**config.mk**
```make
export PLATFORM = sky130hd
export DESIGN_NAME = clk_period_meter
export DESIGN_NICKNAME = d
export VERILOG_FILES = /design/src/rtl/clk_period_meter.sv
export SDC_FILE = /design/constraint.sdc
export NUM_CORES = 1
export LEC_CHECK = 0
export CORE_ASPECT_RATIO = 1.4
export CORE_MARGIN = 1.5
export CORE_UTILIZATION = 25
export DETAILED_ROUTE_END_ITERATION = 10
export PLACE_DENSITY = 0.49
export SYNTH_ARGS = -nofsm -noshare
export SYNTH_HDL_FRONTEND = slang
export SYNTH_SLANG_ARGS = --single-unit
export TNS_END_PERCENT = 100
```
**constraint.sdc**
```tcl
create_clock -name clk_in -period 10.1 [get_ports clk_in]
set_input_delay 3.03 -clock clk_in [delete_from_list [all_inputs] [get_ports clk_in]]
set_output_delay 3.03 -clock clk_in [all_outputs]
set_load 0.05 [all_outputs]
```
**src/rtl/clk_period_meter.sv**
```systemverilog
// Measures the period and high time of an asynchronous clock-like input in reference-clock cycles.
// Latency: sig_in rising edge to meas_valid is SYNC_STAGES+1 clk_in cycles.
// No backpressure: results are one-cycle pulses with held data; counter saturation raises a timeout pulse.
module clk_period_meter #(
    parameter int CNT_W       = 16,
    parameter int SYNC_STAGES = 2
) (
    input  logic             clk_in,
    input  logic             rst,
    input  logic             sig_in,
    input  logic             en,
    input  logic [CNT_W-1:0] exp_period,
    input  logic [CNT_W-1:0] tol,
    output logic [CNT_W-1:0] period,
    output logic [CNT_W-1:0] high_time,
    output logic             meas_valid,
    output logic             period_err,
    output logic             timeout
);

    typedef enum logic [1:0] {
        IDLE      = 2'd0,
        WAIT_RISE = 2'd1,
        MEASURE   = 2'd2
    } state_t;

    state_t                 state;
    logic [SYNC_STAGES-1:0] sync_q;
    logic                   s;
    logic                   s_d;
    logic                   rise;
    logic [CNT_W-1:0]       pcnt;
    logic [CNT_W-1:0]       hcnt;
    logic                   pcnt_max;
    logic [CNT_W:0]         p_ext;
    logic [CNT_W:0]         e_ext;
    logic [CNT_W:0]         abs_diff;
    logic                   err_next;

    // Bring the asynchronous input into the clk_in domain.
    always_ff @(posedge clk_in) begin
        if (rst) begin
            sync_q <= '0;
            s_d    <= 1'b0;
        end else begin
            sync_q <= {sync_q[SYNC_STAGES-2:0], sig_in};
            s_d    <= sync_q[SYNC_STAGES-1];
        end
    end

    assign s        = sync_q[SYNC_STAGES-1];
    assign rise     = s & ~s_d;
    assign pcnt_max = (pcnt == {CNT_W{1'b1}});

    // Deviation check on one extra bit so neither subtraction can wrap.
    always_comb begin
        p_ext    = {1'b0, pcnt};
        e_ext    = {1'b0, exp_period};
        abs_diff = (p_ext >= e_ext) ? (p_ext - e_ext) : (e_ext - p_ext);
        err_next = (abs_diff > {1'b0, tol});
    end

    // Measurement FSM: counters, result registers and status pulses.
    always_ff @(posedge clk_in) begin
        if (rst) begin
            state      <= IDLE;
            pcnt       <= '0;
            hcnt       <= '0;
            period     <= '0;
            high_time  <= '0;
            meas_valid <= 1'b0;
            period_err <= 1'b0;
            timeout    <= 1'b0;
        end else begin
            meas_valid <= 1'b0;
            timeout    <= 1'b0;
            if (!en) begin
                // Disable wins over a coincident rise; partial counts are dropped.
                state <= IDLE;
                pcnt  <= '0;
                hcnt  <= '0;
            end else begin
                case (state)
                    IDLE: begin
                        state <= WAIT_RISE;
                        pcnt  <= '0;
                        hcnt  <= '0;
                    end
                    WAIT_RISE: begin
                        if (rise) begin
                            // First edge only opens the window; nothing to report yet.
                            state <= MEASURE;
                            pcnt  <= CNT_W'(1);
                            hcnt  <= CNT_W'(1);
                        end
                    end
                    MEASURE: begin
                        if (rise) begin
                            // A rise at full count is still a valid measurement.
                            period     <= pcnt;
                            high_time  <= hcnt;
                            period_err <= err_next;
                            meas_valid <= 1'b1;
                            pcnt       <= CNT_W'(1);
                            hcnt       <= CNT_W'(1);
                        end else if (pcnt_max) begin
                            // Input stalled: give up and resynchronise on the next rise.
                            timeout <= 1'b1;
                            pcnt    <= '0;
                            hcnt    <= '0;
                            state   <= WAIT_RISE;
                        end else begin
                            pcnt <= pcnt + CNT_W'(1);
                            if (s) begin
                                hcnt <= hcnt + CNT_W'(1);
                            end
                        end
                    end
                    default: begin
                        state <= IDLE;
                        pcnt  <= '0;
                        hcnt  <= '0;
                    end
                endcase
            end
        end
    end

endmodule
```
Word-level counts from Yosys, hierarchy flattened
Cells that the tools add are included.
- input port bits: 36
- register bits: 72
- word-level logic and storage cells: 49
- bitwise gates (word level): 4
- muxes and demuxes: 15
- magnitude comparators: 2
- add/sub/neg operators: 4
- reduce and logical (&&, ||, !) cells: 7
- eq/ne operators: 7
- operator list (operator ; number):
    $mux 16 ; 6
    $pmux 16 s2 ; 2
    $sub 16x16->17 ; 2
    $add 16x1->16 const B ; 2
    $gt 17x16->1 ; 1
    $mux 17 ; 1
    $eq 16x16->1 const B ; 1
    $ge 16x16->1 ; 1
    $mux 2 ; 3
    $ne 2x2->1 const B ; 3
    $pmux 2 s3 ; 1
    $reduce_and 3->1 ; 2
    $ne 4x4->1 const B ; 1
    $reduce_or 4->1 ; 1
    $not 1->1 ; 3
    $reduce_or 3->1 ; 1
    $eq 2x1->1 const B ; 1
    $eq 2x2->1 const B ; 1
    $logic_not 2->1 ; 1
    $mux 1 ; 2
    $reduce_and 2->1 ; 1
    $reduce_or 2->1 ; 1
    $and 1x1->1 ; 1

Depth between registers and ports, before layout
Gate-level depths: netlist of the first run.
- depth in word-level cells: 5
- depth in mapped cells: 20
- depth with buffers taken out: 19

Worst setup path after synthesis of the first run
OpenSTA, ideal clock, no wires.
- path kind: input to register
- start point: input port exp_period[14]
- end point: register period_err
- arrival time: 6384 ps
- cell stages on the path: 18
- path slack: 3612 ps
- setup time: 103 ps
- data required time: 9997 ps
- buffers on the path: 3
- path through: inv_1 > ha_1 > buf_6 > a21o_1 > a221o_1 > a211oi_4 > buf_4 > buf_4 > mux2i_1 > xor2_1 > ha_1 > nand4_1 > nor3_1 > a2111oi_0 > o21ai_0 > a21oi_1 > a22o_1 > a2111oi_2
- word-level cells in the longest chain between the ends: 3
- elaborated cells on any way between the ends: 5
- those cells by class: 2 x add/sub; 2 x order compare; 1 x mux
- ends and longest elaborated chain (what ; line ; RTL):
    from (decl) ; 12 ; input logic [CNT_W-1:0] exp_period,
    $sub 16x16->17 or $ge 16x16->1 (tied branches) ; 59 ; abs_diff = (p_ext >= e_ext) ? (p_ext - e_ext) : (e_ext - p_ext);
    $mux 17 * ; 59 ;
    $gt 17x16->1 * ; 60 ; err_next = (abs_diff > {1'b0, tol});
    to (signal assigned) ; 102 ; period_err <= err_next;
    to (decl) ; 17 ; output logic period_err,
Mark *: on every way between the ends. The rest lies on a longest branch, timed or not.
A chain may end at the register's enable or synchronous reset.

Worst setup path in the final report of the first run
- start point: input port exp_period[12]
- end point: register period_err
The elaborated chain is that of the path after synthesis.

==> results_dict.tcl, run 1 <==
set metrics [dict create \
    status "finished, final reports clean" \
    routed-via-count 4638 \
    hold_path_depth 1 \
    fillers 2160 \
    synth_cell_type_count 59 \
    layout_min_cycle_time_ns 7.84 \
    diodes 0 \
    p_int_mw 0.528 \
    r2r-end "period_err$_SDFFE_PP0P_" \
    worstHoldStart "sync_q[0]$_SDFF_PP0_" \
    critPathBufInv 2 \
    crit_type "in2reg" \
    routedWlPerCell_um 14.9 \
    die_h_um 172 \
    clk_pin_slew_worst_paths_ns 0.06 \
    crit_path_top_delay_cell "a211oi_4" \
    syn_area_mm2 0.00508 \
    worstHoldEndpoint "sync_q[1]$_SDFF_PP0_" \
    netlist.area_leader.share_pct 28.4 \
    setup_viol 0 \
    async_flop_share_pct 0 \
    wl_um 14600 \
    tritoncts "built" \
    firstDrtPassIters 4 \
    ys_ff_latch 72 \
    avgSynthCellArea_um2 7.56 \
    final_core_util_pct 31.5 \
    crit_chain "clkdlybuf4s50_1 -> inv_1 -> ha_1 -> a21oi_1 -> o211ai_1 -> a21o_1 -> a211oi_4 -> mux2i_1 -> nor2_1 -> xnor2_1 -> ha_1 -> nand4_1 -> nor3_1 -> a2111oi_0 -> o21ai_0 -> a21oi_1 -> a22o_1 -> a2111oi_2" \
    fin_worst_skew_ns 0.00774 \
    grt_max_degree 39 \
    antenna_found_initial 0 \
    io_pins 71 \
    ys_seq_area_share_pct 28.4 \
    drv_cap 0 \
    syn-num-nets 764 \
    finalSetupTns_ns 0 \
    cts_buffer_depth 2 \
    timing.slew.headroom_pct 26.4 \
    coreArea_mm2 0.0199 \
    finalHoldViolations 0 \
    r2r_setup_slack_ns 5.03 \
    initial_core_util_pct 25.5 \
    clkLatencyLatePin_ns 0.34 \
    num_rows 61 \
    routabilityCongestion 0.834 \
    vdd_drop_max_v 0.0000827 \
    powerDensity_mw_per_mm2 114 \
    combPwrFrac_pct 13.9 \
    synth_top_area_cell "dfxtp_1" \
    syn2layout_area_growth_pct 23.5 \
    grt_pass1_wl_um 23300 \
    cts_root_buf "clkbuf_16" \
    dp_hpwl_um 11300 \
    synth_edf_count 0 \
    post-route-period-util_pct 77.6 \
    seq_power_share_pct 40.2 \
    drtIter0Drc 205 \
    slew_violations 0 \
    end_kind "flip-flop" \
    hp-class "reg2reg" \
    postCtsHoldBufs 0 \
    required_ns 10.34 \
    ant_nets 0 \
    layout-drive-gt1-share_pct 4.51 \
    power_leakage_nw 2.44 \
    syn_inst 672 \
    cts-resized-gates 0 \
    fmaxAchievable_mhz 128 \
    power_frac_clock_pct 45.9 \
    max_stage_delay_ns 0.92 \
    post-cts-setup-buffer-count 0 \
    cts_made_buffers 9 \
    ys_top_cells_by_area "dfxtp_1 28%, ha_1 13%, a21oi_1 7.9%, nand2_1 7.5%, inv_1 4.4%" \
    synth_ff_type "dfxtp_1" \
    io_buffers 70 \
    timing.rr.start "pcnt[12]$_SDFFE_PP0P_" \
    via_per_inst 4.72 \
    p_switching_mw 0.185 \
    arrival_ns 8.08 \
    crit_family "compound AO/OA/AOI/OAI gates" \
    worst_pin_slew_ns 1.10 \
    grt_use_total_pct 14.4 \
    rsz0062_at_grt "no" \
    yosysWarnings 0 \
    htreeDepth 3 \
    worst_setup_path_start_kind "input port" \
    path_max_fanout 22 \
    clock_sinks 72 \
    die_area_mm2 0.0212 \
    sw_frac_of_total_pct 26.0 \
    die_w_um 123 \
    drcViolationCount 0 \
    grt_pass1_vias 4664 \
    grt-ovfl-total 0 \
    worstRegToRegCells 16 \
    nNetsFinal 818 \
]
==> worst reg2reg max path, delay by kind of cell (launching register included) <==
family	cells	cell delay, ns
XOR/XNOR	1	0.14
adder cells (fa/ha/maj)	2	0.76
multiplexers	1	0.48
flip-flops	1	0.47
AND/OR/NAND/NOR	3	0.46
AO/OA/AOI/OAI	9	2.66
==> synthesized netlist by cell type, types with 2 or more instances <==
cell type,instances
nor2b_1,8
nand4_1,13
xor2_1,19
fa_1,2
nand3_1,23
xnor2_1,18
nand2b_1,4
inv_1,60
o21ai_0,20
nor2_1,58
nand2_1,102
a21oi_1,80
dfxtp_1,72
or3_1,2
buf_2,8
and2_1,3
clkbuf_1,14
a221o_1,2
or2_2,3
buf_4,6
nor3_1,19
ha_1,54
mux2_2,2
o21ai_1,3
a21o_1,13
a211oi_1,4
nor4_1,7
a31oi_1,5
and4_1,5
o211ai_1,3
mux2i_1,7
and3_1,6
==> registers in the layout (all words and copies together), names as in the netlist <==
register,cells
hcnt,16
high_time,16
pcnt,16
period,16
state,2
sync_q,2
meas_valid,1
period_err,1
s_d,1
timeout,1
==> metrics by stage <==
step,setup WS [ns],total power [mW],hold WS (ns),area [um^2],std cells
after CTS,2.30,0.724,0.452,6270,983
final,2.26,0.713,0.450,6270,983
after detailed placement,1.97,0.392,0.437,5970,967
after global placement,2.08,0.393,0.433,5970,967
after global routing,1.86,0.747,0.469,6270,983
after floorplan,3.61,0.359,0.414,5080,672
==> worst max-delay path by stage <==
stage,end,cells after the start,from,slack (ns)
5_1_grt,period_err$_SDFFE_PP0P_,18,exp_period[12],1.86
3_3_place_gp,period_err$_SDFFE_PP0P_,18,exp_period[12],2.08
2_1_floorplan,period_err$_SDFFE_PP0P_,18,exp_period[14],3.61
4_1_cts,period_err$_SDFFE_PP0P_,18,exp_period[12],2.30
6_report,period_err$_SDFFE_PP0P_,18,exp_period[12],2.26
3_5_place_dp,period_err$_SDFFE_PP0P_,18,exp_period[12],1.97
==> cells by family (layout without fill, tap and decap cells) <==
logic type,count (synthesis),count (layout),share of synthesized area [%]
compound gates,148,148,18.0
xor+xnor,37,37,6.38
fa+ha+maj,56,56,14.1
buf+inv,90,149,7.44
flops,72,72,28.4
mux,10,10,2.12
simple gates,259,259,23.6
==> cells in the final DEF (no fill, tap or decap), types with 4 or more instances in the layout <==
master             n
a211oi_1           4
a21o_1            13
a21oi_1           80
a31oi_1            5
and3_1             5
and4_1             5
clkbuf_16          9
clkdlybuf4s50_1   70
dfxtp_1           72
ha_1              54
inv_1             60
mux2i_1            7
nand2_1          102
nand2b_1           4
nand3_1           23
nand4_1           13
nor2_1            58
nor2b_1            8
nor3_1            19
nor4_1             7
o21ai_0           20
xnor2_1           18
xor2_1            19
==> power by group through the flow <==
stage,Sequential (mW),Clock [mW],Combinational [mW]
2_1_floorplan,0.292,0,0.0663
3_3_place_gp,0.293,0,0.101
3_5_place_dp,0.292,0,0.0997
4_1_cts,0.286,0.337,0.100
5_1_grt,0.286,0.348,0.113
6_report,0.286,0.327,0.0990
==> layout make-up <==
class	instances	area, um^2	share of cell area [%]
inverter	60	225	3.59
timing repair buffer	73	723	11.5
clock buffer	10	239	3.81
multi-input combinational	510	3260	52.0
tap	252	315	5.03
sequential	72	1440	23.0
clock inverter	6	68.8	1.10
==> layer usage <==
metal	part of all wire (%)	wire length (um)	vias up	track usage (%)
met1	42	6200	2136	16.5
met3	4.1	606	14	2.52
met5	0	0	-	0
met4	1.8	270	0	5.10
met2	52	7570	91	26.4
li1	-	-	2397	-
No activity file was read; power rests on OpenSTA's default activity.
==> run 2: changes to the inputs <==
- clock period: 10.1 -> 7.45 ns (I/O delays scaled with it)
==> run 2 against run 1 <==
Effect of this change: power is 41% higher; global-route usage is 0.15 points higher; die area stayed put; worst setup slack worse by 1.7 ns; critical path type unchanged; clock power is 48% higher; utilization is 0.16 points higher.
==> results_dict.tcl, run 2 (synthesis gave the netlist of run 1 again) <==
set metrics [dict create \
    hp-class "reg2reg" \
    arrival_ns 7.12 \
    final_area_mm2 0.00631 \
    placed_cell_area_mm2 0.00597 \
    via_per_inst 4.72 \
    power_leakage_nw 2.46 \
    grt-ovfl-total 0 \
    die_area_mm2 0.0212 \
    die_h_um 172 \
    hold_slack_ns 0.454 \
    grt_use_total_pct 14.5 \
    post-cts-setup-buffer-count 0 \
    post-route-period-util_pct 92.3 \
    drtIter0Drc 178 \
    slew_violations 0 \
    worst_pin_slew_ns 1.07 \
    rsz0062_at_grt "no" \
    dp_cells 968 \
    clk_pin_slew_worst_paths_ns 0.06 \
    coreArea_mm2 0.0199 \
    fmaxAchievable_mhz 145 \
    nNetsFinal 819 \
    cts_root_buf "clkbuf_16" \
    final_cell_mix "102 x nand2_1, 80 x a21oi_1, 72 x dfxtp_1" \
    finalSetupTns_ns 0 \
    grt_pass1_vias 4577 \
    end_kind "flip-flop" \
    ant_nets 0 \
    mostFrequentLayoutCell "nand2_1" \
    layout_min_cycle_time_ns 6.88 \
    required_ns 7.69 \
    status "finished, final reports clean" \
    firstDrtPassIters 4 \
    cts_buffer_depth 2 \
    cts_made_buffers 9 \
    clock_sinks 72 \
    postCtsHoldBufs 0 \
    layout-drive-gt1-share_pct 4.51 \
    wl_um 14800 \
    setup_viol 0 \
    io_buffers 70 \
    die_w_um 123 \
    initial_core_util_pct 25.5 \
    antenna_found_initial 0 \
    num_rows 61 \
    path_max_fanout 13 \
    fin_worst_skew_ns 0.00626 \
    routedWlPerCell_um 15.1 \
    finalHoldViolations 0 \
    routed-via-count 4641 \
    finalPower_mw 1.01 \
    seq_area_mm2 0.00144 \
    post-place-ws_ns 0.243 \
    worst_setup_path_start_kind "input port" \
    vdd_drop_max_v 0.000105 \
    final_core_util_pct 31.7 \
    clkLatencyLatePin_ns 0.34 \
    diodes 0 \
    drcViolationCount 0 \
    dp_hpwl_um 11600 \
    timing.slew.headroom_pct 28.4 \
    io_pins 71 \
    crit_type "in2reg" \
    routabilityCongestion 0.811 \
    tritoncts "built" \
    syn2layout_area_growth_pct 24.2 \
    powerDensity_mw_per_mm2 160 \
    grt_pass1_wl_um 23500 \
    final_cells 984 \
    grt_max_degree 39 \
    htreeDepth 3 \
    timing.final.ws_setup_ns 0.571 \
    drv_cap 0 \
    fillers 2144 \
    cts-resized-gates 0 \
    multiInputGateArea_mm2 0.00326 \
]
-- run 2: changes by cell type in the layout (fill, tap and decap cells not counted) --
cell       previous run  this run
clkbuf_8              1         2
bufinv_16             1         2
o21ai_0              20        19
clkinv_4              3         1
clkinv_2              1         0
clkbuf_1              0         1
o21ai_1               3         4
buf_4                 3         4
-- run 2: cell type report --
class                      instances  area share (%)
tap                              252            5.00
multi-input combinational        510            51.7
timing repair buffer              74            11.6
sequential                        72            22.9
inverter                          60            3.57
clock buffer                      12            4.07
clock inverter                     4            1.21
-- run 2: where the power goes --
group	switching (mW)	internal (mW)
sequential	0.00146	0.387
clock	0.172	0.312
combinational	0.0757	0.0594
-- run 2: layer usage --
layer	track usage [%]	wire length, um	up-vias
li1	-	-	2400
met1	16.4	6230	2152
met2	27.1	7780	74
met3	2.59	565	15
met4	4.80	238	0
met5	0	0	-
-- run 2: final timing paths --
kind | start | endpoint | slack, ns | depth (start not counted)
setup reg to reg | pcnt[12]$_SDFFE_PP0P_ | period_err$_SDFFE_PP0P_ | 2.55 | 16
hold reg to reg | sync_q[0]$_SDFF_PP0_ | sync_q[1]$_SDFF_PP0_ | 0.45 | 1
hold / removal | sync_q[0]$_SDFF_PP0_ | sync_q[1]$_SDFF_PP0_ | 0.45 | 1
setup / recovery | exp_period[12] | period_err$_SDFFE_PP0P_ | 0.57 | 18
-- run 2: worst max-delay path: stages --
cell	delay, ns
clkdlybuf4s50_1	0.48
inv_1	0.05
ha_1	0.47
a21oi_1	0.43
o211ai_1	0.15
a21o_1	0.21
a211oi_4	0.64
buf_4	0.31
mux2_4	0.32
a21oi_1	0.21
xnor2_1	0.10
ha_1	0.32
and4_1	0.23
nand2_1	0.06
o21ai_0	0.23
a21oi_1	0.11
a22o_1	0.24
a2111oi_2	0.31
==> run 3: changes to the inputs <==
- GPL_TIMING_DRIVEN: default -> 0
- RECOVER_POWER: default -> 50
==> run 3 against run 2 <==
Effect of this change: clock skew barely moved; wire length decreased by 0.34%; sequential power barely moved; worst setup slack improved by 0.16 ns; fmax is 2.3% higher; die area did not move; largest power group unchanged; critical endpoint unchanged.
==> results_dict.tcl, run 3 (synthesis gave the netlist of run 1 again) <==
set metrics [dict create \
    status "finished, final reports clean" \
    postCtsHoldBufs 0 \
    cts-resized-gates 0 \
    routed-via-count 4754 \
    grt-ovfl-total 0 \
    syn2layout_area_growth_pct 26.5 \
    wl_um 14800 \
    layout-drive-gt1-share_pct 5.54 \
    routabilityCongestion 0.863 \
    antenna_found_initial 0 \
    worstRegToRegCells 17 \
    mostFrequentLayoutCell "nand2_1" \
    die_h_um 172 \
    finalPower_mw 1.00 \
    r2r-end "period_err$_SDFFE_PP0P_" \
    fin_worst_skew_ns 0.00582 \
    drv_cap 0 \
    clk_pin_slew_worst_paths_ns 0.06 \
    tritoncts "built" \
    worstHoldStart "sync_q[0]$_SDFF_PP0_" \
    firstDrtPassIters 5 \
    drtIter0Drc 162 \
    final_cells 1010 \
    via_per_inst 4.71 \
    r2r_setup_slack_ns 2.74 \
    grt_use_total_pct 14.4 \
    critPathBufInv 4 \
    end_kind "flip-flop" \
    grt_pass1_vias 4662 \
    powerDensity_mw_per_mm2 156 \
    ant_nets 0 \
    layout_min_cycle_time_ns 6.72 \
    hold_path_depth 1 \
    clkLatencyLatePin_ns 0.33 \
    power_leakage_nw 2.59 \
    initial_core_util_pct 25.5 \
    rsz0062_at_grt "no" \
    timing.critical_path.from "exp_period[12]" \
    timing.rr.start "pcnt[12]$_SDFFE_PP0P_" \
    crit_type "in2reg" \
    fillers 2187 \
    post-route-period-util_pct 90.3 \
    arrival_ns 6.92 \
    htreeDepth 3 \
    worstHoldEndpoint "sync_q[1]$_SDFF_PP0_" \
    grt_pass1_wl_um 23500 \
    cp_common_cell "a21oi_1" \
    final_cell_mix "102 x nand2_1, 80 x a21oi_1, 72 x dfxtp_1" \
    crit_path_top_delay_cell "clkdlybuf4s50_1" \
    worst_pin_slew_ns 0.675 \
    vdd_drop_max_v 0.000103 \
    timing.slew.headroom_pct 54.7 \
    clock_sinks 72 \
    finalHoldViolations 0 \
    cts_buffer_depth 2 \
    dp_hpwl_um 11800 \
    nNetsFinal 845 \
    io_pins 71 \
    grt_max_degree 13 \
    post-cts-setup-buffer-count 0 \
    diodes 0 \
    die_w_um 123 \
    finalSetupTns_ns 0 \
    crit_family "compound AO/OA/AOI/OAI gates" \
    routedWlPerCell_um 14.6 \
    cts_made_buffers 9 \
    slew_violations 0 \
    cts_root_buf "clkbuf_16" \
    fmaxAchievable_mhz 149 \
    die_area_mm2 0.0212 \
    coreArea_mm2 0.0199 \
    num_rows 61 \
    drcViolationCount 0 \
    io_buffers 70 \
    required_ns 7.65 \
    worst_setup_path_start_kind "input port" \
    max_stage_delay_ns 0.51 \
    crit_chain "clkdlybuf4s50_1 -> inv_1 -> ha_1 -> a21oi_1 -> o211ai_1 -> a21o_1 -> a211oi_4 -> buf_4 -> buf_4 -> mux2i_1 -> xnor2_1 -> ha_1 -> a21oi_1 -> o21ai_0 -> a2111oi_0 -> o21ai_0 -> a21oi_1 -> a22o_1 -> a2111oi_2" \
    path_max_fanout 10 \
    setup_viol 0 \
    hp-class "reg2reg" \
    dp_cells 994 \
]
[run 3: cell types whose count changed in the layout (fill, tap and decap cells not counted), moves of 2 or more]
cell             before  now
o21ai_0              19   21
buf_2                 0    6
buf_4                 4    6
clkdlybuf4s50_1      70   50
clkbuf_1              1   17
clkinv_2              0    2
o21ai_1               4    2
dlygate4sd3_1         0   20
[run 3: how the worst max path moves through the flow]
stage | to | slack [ns] | depth (start not counted)
3_5_place_dp | period_err$_SDFFE_PP0P_ | 0.36 | 19
2_1_floorplan | period_err$_SDFFE_PP0P_ | 1.76 | 18
6_report | period_err$_SDFFE_PP0P_ | 0.73 | 19
4_1_cts | period_err$_SDFFE_PP0P_ | 0.70 | 19
5_1_grt | period_err$_SDFFE_PP0P_ | 0.50 | 19
3_3_place_gp | period_err$_SDFFE_PP0P_ | 0.38 | 19
[run 3: area by class of cell]
class                      instances  area [um^2]  area share [%]
buffer                            30          150            2.34
clock buffer                      11          253            3.93
clock inverter                     5         78.8            1.23
inverter                          60          225            3.51
multi-input combinational        510         3260            50.7
sequential                        72         1440            22.4
tap                              252          315            4.91
timing repair buffer              70          701            10.9
[run 3: power by group]
| group | internal (mW) | total, mW | switching (mW) |
|---|---|---|---|
| sequential | 0.387 | 0.388 | 0.00144 |
| combinational | 0.0611 | 0.137 | 0.0758 |
| clock | 0.311 | 0.477 | 0.167 |
[run 3: routing by layer]
| layer | part of all wire (%) | track usage [%] | vias to the layer above |
|---|---|---|---|
| li1 | - | - | 2452 |
| met5 | 0 | 0 | - |
| met4 | 1.5 | 4.45 | 0 |
| met3 | 4.0 | 2.55 | 16 |
| met1 | 43 | 16.8 | 2194 |
| met2 | 51 | 26.4 | 92 |
[run 3: worst register-to-register path: cells and delay by family, from the launching register on]
kind	cells	cell delay, ns
compound gates	11	2.64
xor+xnor	1	0.15
fa+ha+maj	2	0.59
buf+inv	2	0.50
flops	1	0.46
mux	1	0.23
[run 3: through the flow]
stage	worst slack, ns	util (%)	hold WS (ns)	cell area, um^2
floorplan	1.76	-	0.414	5080
CTS	0.704	32.3	0.438	6430
detailed placement	0.362	30.6	0.424	6090
finish	0.726	32.2	0.434	6420
global placement	0.385	30.6	0.426	6090
global route	0.503	32.2	0.461	6420
